File: src/rtl/rd_fifo_pixel_unpack.sv
// Unpacks 32-bit FWFT read-FIFO words into RGB565 pixels served on demand with 1-cycle latency.
// Optional macro UNDERFLOW_RESYNC_EN: discard late pixels after an underflow to keep screen alignment.
module rd_fifo_pixel_unpack #(
  parameter int          H_ACT           = 1280,
  parameter int          V_ACT           = 720,
  parameter logic [15:0] UNDERFLOW_COLOR = 16'hF800,
  parameter int          CNT_W           = 16
) (
  input  logic             rd_clk,
  input  logic             rd_rst_n,
  input  logic             frame_start,
  input  logic             fifo_rd_vld,
  input  logic [31:0]      fifo_rd_data,
  output logic             fifo_rd_en,
  input  logic             pix_req,
  output logic             pix_vld,
  output logic [15:0]      pix_data,
  output logic             frame_done,
  output logic             underflow,
  output logic [CNT_W-1:0] underflow_cnt
);

  localparam int TOTAL = H_ACT * V_ACT;
  localparam int WORDS = TOTAL / 2;
  localparam int CW    = $clog2(TOTAL + 1);

  typedef enum logic [1:0] {S_IDLE, S_ACTIVE, S_DONE} state_t;

  state_t            r_state, w_state_nxt;
  logic [3:0][15:0]  r_q, w_q_nxt;
  logic [2:0]        r_occ, w_occ_mid, w_occ_nxt;
  logic [CW-1:0]     r_words_fetched, r_pix_served;
  logic              r_pix_vld, r_underflow;
  logic [15:0]       r_pix_data;
  logic [CNT_W-1:0]  r_uf_cnt;
  logic              w_fetch_en, w_pop, w_serve, w_done_req, w_underflow_now;
  logic              w_drop0, w_drop1;

  // NOTE: every signal written in always_comb gets a default first so no latch is inferred.
  always_comb begin
    w_state_nxt = r_state;
    w_fetch_en  = 1'b0;
    w_serve     = 1'b0;
    w_done_req  = 1'b0;
    case (r_state)
      S_ACTIVE: begin
        w_fetch_en = fifo_rd_vld && (r_occ <= 3'd2) && (r_words_fetched < CW'(WORDS));
        w_serve    = pix_req;
        if (pix_req && (r_pix_served == CW'(TOTAL - 1))) w_state_nxt = S_DONE;
      end
      S_DONE:  w_done_req = pix_req;
      default: ;
    endcase
    // A new frame wins over any same-cycle pop or request.
    if (frame_start) begin
      w_state_nxt = S_ACTIVE;
      w_fetch_en  = 1'b0;
      w_serve     = 1'b0;
      w_done_req  = 1'b0;
    end
  end

  assign w_pop           = w_fetch_en;
  assign w_underflow_now = w_serve && (r_occ == 3'd0);

`ifdef UNDERFLOW_RESYNC_EN
  localparam int SKW = $clog2(TOTAL) + 1;
  logic [SKW-1:0] r_skip, w_skip_eff, w_skip_nxt;

  // An underflow this cycle makes the word arriving now already late.
  always_comb begin
    w_skip_eff = r_skip + SKW'(w_underflow_now);
    w_drop0    = w_pop && (w_skip_eff != '0);
    w_drop1    = w_pop && (w_skip_eff > SKW'(1));
    w_skip_nxt = w_skip_eff - SKW'(w_drop0) - SKW'(w_drop1);
  end

  always_ff @(posedge rd_clk or negedge rd_rst_n) begin
    if (!rd_rst_n)        r_skip <= '0;
    else if (frame_start) r_skip <= '0;
    else                  r_skip <= w_skip_nxt;
  end
`else
  assign w_drop0 = 1'b0;
  assign w_drop1 = 1'b0;
`endif

  // Queue update: head leaves on a serve, then surviving word pixels append in order.
  always_comb begin
    w_q_nxt   = r_q;
    w_occ_mid = r_occ;
    if (w_serve && (r_occ != 3'd0)) begin
      for (int i = 0; i < 3; i++) w_q_nxt[i] = r_q[i+1];
      w_occ_mid = r_occ - 3'd1;
    end
    w_occ_nxt = w_occ_mid;
    if (w_pop && !w_drop0) begin
      w_q_nxt[w_occ_nxt[1:0]] = fifo_rd_data[15:0];
      w_occ_nxt = w_occ_nxt + 3'd1;
    end
    if (w_pop && !w_drop1) begin
      w_q_nxt[w_occ_nxt[1:0]] = fifo_rd_data[31:16];
      w_occ_nxt = w_occ_nxt + 3'd1;
    end
  end

  // NOTE: queue payload needs no reset; r_occ alone decides which entries are live.
  always_ff @(posedge rd_clk) begin
    r_q <= w_q_nxt;
  end

  // NOTE: sequential state uses non-blocking assignments so all registers see pre-edge values.
  always_ff @(posedge rd_clk or negedge rd_rst_n) begin
    if (!rd_rst_n) begin
      r_state         <= S_IDLE;
      r_occ           <= '0;
      r_words_fetched <= '0;
      r_pix_served    <= '0;
      r_pix_vld       <= 1'b0;
      r_pix_data      <= '0;
      r_underflow     <= 1'b0;
      r_uf_cnt        <= '0;
    end else if (frame_start) begin
      r_state         <= S_ACTIVE;
      r_occ           <= '0;
      r_words_fetched <= '0;
      r_pix_served    <= '0;
      r_pix_vld       <= 1'b0;
      r_underflow     <= 1'b0;
      r_uf_cnt        <= '0;
    end else begin
      r_state   <= w_state_nxt;
      r_occ     <= w_occ_nxt;
      r_pix_vld <= w_serve || w_done_req;
      if (w_pop)   r_words_fetched <= r_words_fetched + CW'(1);
      if (w_serve) r_pix_served    <= r_pix_served + CW'(1);
      if (w_serve)         r_pix_data <= (r_occ != 3'd0) ? r_q[0] : UNDERFLOW_COLOR;
      else if (w_done_req) r_pix_data <= UNDERFLOW_COLOR;
      if (w_underflow_now) begin
        r_underflow <= 1'b1;
        if (r_uf_cnt != '1) r_uf_cnt <= r_uf_cnt + CNT_W'(1);
      end
    end
  end

  assign fifo_rd_en    = w_fetch_en;
  assign pix_vld       = r_pix_vld;
  assign pix_data      = r_pix_data;
  assign frame_done    = (r_state == S_DONE);
  assign underflow     = r_underflow;
  assign underflow_cnt = r_uf_cnt;

endmodule

File: config.mk
export PLATFORM = sky130hd
export DESIGN_NAME = rd_fifo_pixel_unpack
export DESIGN_NICKNAME = d
export VERILOG_FILES = /design/src/rtl/rd_fifo_pixel_unpack.sv
export SDC_FILE = /design/constraint.sdc
export NUM_CORES = 1
export LEC_CHECK = 0
export ABC_AREA = 1
export CAP_MARGIN = 10
export CORE_MARGIN = 2
export CORE_UTILIZATION = 45
export DETAILED_ROUTE_END_ITERATION = 8
export PLACE_DENSITY = 0.73
export SETUP_SLACK_MARGIN = 0.05
export SLEW_MARGIN = 10
export SYNTH_ARGS = -nofsm -noshare
export SYNTH_HDL_FRONTEND = slang
export SYNTH_SLANG_ARGS = --single-unit
File: constraint.sdc
create_clock -name rd_clk -period 2.77 [get_ports rd_clk]
set_input_delay 0.554 -clock rd_clk [delete_from_list [all_inputs] [get_ports rd_clk]]
set_output_delay 0.554 -clock rd_clk [all_outputs]
set_load 0.005 [all_outputs]
==> results.py <==
metrics = {
    "worst_setup_path": {
        "r2r_slack_ns": 0.58,
        "crit_type": "register to primary output",
        "startpoint_type": "register",
        "worst_setup_path_end_kind": "primary output",
        "cp.required_ns": 2.22,
        "path_max_fanout": 4,
        "worstPathArrival_ns": 2.01,
    },
    "clock_network": {
        "cts_root_buf": "clkbuf_16",
        "clockBufferDepth": 2,
        "h-tree-depth": 4,
        "cts_tree": "built",
        "clock_latency_ns": 0.43,
        "cts.sinks": 143,
        "path_clk_slew_ns": 0.06,
        "hold_buffers": 0,
        "numCtsBuffers": 17,
    },
    "sta": {
        "fmax_ghz": 0.389,
        "worst_hold_slack_ns": 0.0915,
        "setup_slack_ns": 0.203,
        "setup_viol": 0,
        "maxSlewHeadroom_pct": 62.5,
        "clock_skew_ns": 0.00866,
        "tightestPinTransition_ns": 0.562,
        "setup_tns_ns": 0,
        "slew_violations": 0,
        "hold_viol": 0,
        "period_needed_ns": 2.57,
        "rsz0062_at_grt": "false",
        "period_share_pct": 92.7,
    },
    "power": {
        "ir_worst_vdd_mv": 0.507,
        "p_total_mw": 7.31,
        "p_per_area_nw_per_um2": 752,
        "leakagePower_nw": 4.55,
    },
    "placed_design": {
        "io_buffers": 72,
        "pre_cts_slack_ns": 0.0639,
        "place_congestion": 0.889,
        "place_hpwl_um": 14300,
        "place_area_um2": 9080,
    },
    "route": {
        "top_layer_used": "met4",
        "post_drt_wl_per_cell_um": 14.2,
        "wl_met1_um": 9490,
        "drt_iter0_markers": 660,
        "drt_pass1_iterations": 5,
        "vias": 7616,
        "dr_wl_met2_um": 9770,
        "met3_length_um": 1060,
        "drc": 0,
        "wl_um": 20600,
        "drtAntennaViolNets": 0,
        "via_per_inst": 5.24,
    },
    "die": {
        "core_area_um2": 17400,
        "dieArea_um2": 18800,
        "initial_utilization_pct": 46.0,
        "dieWidth_um": 137,
        "ios": 73,
        "die_h_um": 137,
        "num_rows": 48,
    },
    "hold_path": {
        "min_path_type": "input pin to asynchronous set/reset pin",
    },
    "global_routing": {
        "gr-total-overflow": 0,
        "antenna_found_initial": 0,
        "grt_pass1_wl_um": 34200,
        "grt.total_usage_pct": 23.0,
        "grt_max_degree": 63,
        "grt_pass1_vias": 6978,
    },
    "cells_and_area": {
        "drive_gt1_share_pct": 9.69,
        "antennaDiodeCount": 0,
        "nets": 1262,
        "num-fill-cells": 1612,
        "area_delta_synth_final_pct": 21.7,
        "final_area_um2": 9720,
    },
    "yosys": {
        "synth_cell_type_count": 46,
        "syn_area_um2": 7990,
        "synth_nets": 1181,
        "ys_seq_elements": 143,
        "synthCells": 1134,
        "avgSynthCellArea_um2": 7.05,
        "ys.flop_type": "dfrtp_1",
        "synth_warnings": 0,
        "synthArstFlopShare_pct": 55.2,
        "synth_edf_count": 0,
        "ys_seq_area_share_pct": 40.8,
    },
    "run_status": {
        "status": "complete, no violations",
    },
    "run": {
        "maxCapViolCount": 0,
    },
}
## sequential cells by signal, indices dropped and copies added (netlist names)
register / flops
r_q: 64
r_pix_served: 20
r_words_fetched: 20
pix_data: 16
underflow_cnt: 16
r_occ: 3
r_state: 2
pix_vld: 1
underflow: 1
## worst max-delay path, cell delays in order (launching register included)
cell	delay [ns]
dfrtp_1	0.40
inv_2	0.10
ha_1	0.15
inv_1	0.03
nand2_1	0.06
nand2_2	0.06
nor2_4	0.13
nand3_4	0.09
clkinv_2	0.07
clkdlybuf4s50_1	0.49
## routing by layer
metal	vias to the layer above	global-route usage [%]
li1	3837	-
met1	3536	30.5
met2	225	38.5
met3	18	3.83
met4	0	6.76
met5	-	0
## area by class of cell
class	instances	area [um^2]	share of cell area [%]
Timing Repair Buffer	109	1080	11.1
Multi-Input combinational cell	816	3960	40.8
Tap cell	225	282	2.90
Clock buffer	20	500	5.15
Inverter	128	489	5.03
Clock inverter	12	144	1.48
Sequential cell	143	3260	33.5
## report_power, final
group	switching (mW)	internal, mW	leakage, nW
combinational	1.02	0.870	2.64
clock	0.960	1.50	0.307
sequential	0.302	2.65	1.60
total	2.28	5.03	4.55
## stage by stage
step                utilization (%)  std cells
floorplan                         -       1134
detailed placement             52.3       1421
finish                         56.0       1453
global route                   56.0       1453
global placement               52.3       1421
CTS                            56.0       1453
## synthesized netlist by cell type, types with 2 or more instances
master    instances  area (um^2)
o22a_1            5         43.8
nor2_4            5         56.3
nor2_1           80          300
nand2_2           3         18.8
o21ai_0          95          475
nor3_1           30          150
xnor2_1           3         26.3
a31oi_1           2         12.5
inv_4             3         18.8
inv_2             4         15.0
nand2_4           6         67.6
buf_2            13         65.1
nand3_1          92          460
o21bai_1          2         15.0
ha_1             10          125
dfxtp_1          64         1280
clkbuf_1         19         71.3
buf_6            11          124
o211ai_1         15          113
inv_1           120          450
nand2_1         367         1380
nor3_2            2         20.0
xor2_1            8         70.1
nand4_1          26          163
nor2_2            2         12.5
o22ai_1          16          100
buf_1             3         11.3
dfrtp_1          79         1980
o21ai_2          16          140
a21oi_1          17         85.1
## cells by family after synthesis
logic type,Yosys count,synth area share (%)
AND/OR/NAND/NOR,621,33.9
XOR/XNOR,11,1.21
flip-flops,143,40.8
AO/OA/AOI/OAI,174,13.0
adder cells (fa/ha/maj),10,1.57
buffers and inverters,175,9.61
## cells in the final DEF (no fill, tap or decap), drive strengths merged
cell	instances
nand2	376
inv	130
o21ai	112
nand3	94
nor2	87
dfrtp	79
clkdlybuf4s50	71
dfxtp	64
buf	38
nor3	32
nand4	27
clkbuf	20
a21oi	17
o22ai	16
o211ai	16
ha	10
xor2	8
o22a	5
clkinv	5
xnor2	3
clkinvlp	3
a31oi	2
o21bai	2
bufinv	2
nor4	1
or2	1
o21a	1
a31o	1
and3	1
nand3b	1
a211oi	1
and2	1
a2bb2oi	1
## worst paths after layout
kind                                     start                   to  depth (start not counted)
setup / recovery                      r_occ[0]           fifo_rd_en                          9
hold / removal                        rd_rst_n     underflow_cnt[3]                          1
setup reg to reg                      r_occ[0]              r_q[26]                         12
hold reg to reg            r_words_fetched[19]  r_words_fetched[19]                          2
max in group asynchronous             rd_rst_n     r_pix_served[17]                          2
min in group rd_clk        r_words_fetched[19]  r_words_fetched[19]                          2
## repair_timing
item                                    CTS  global route
setup buffers                             0             0
endpoints found under the setup margin    0             1
gates resized for setup                   0             1
Note: power is estimated with default switching activity, not from simulation.
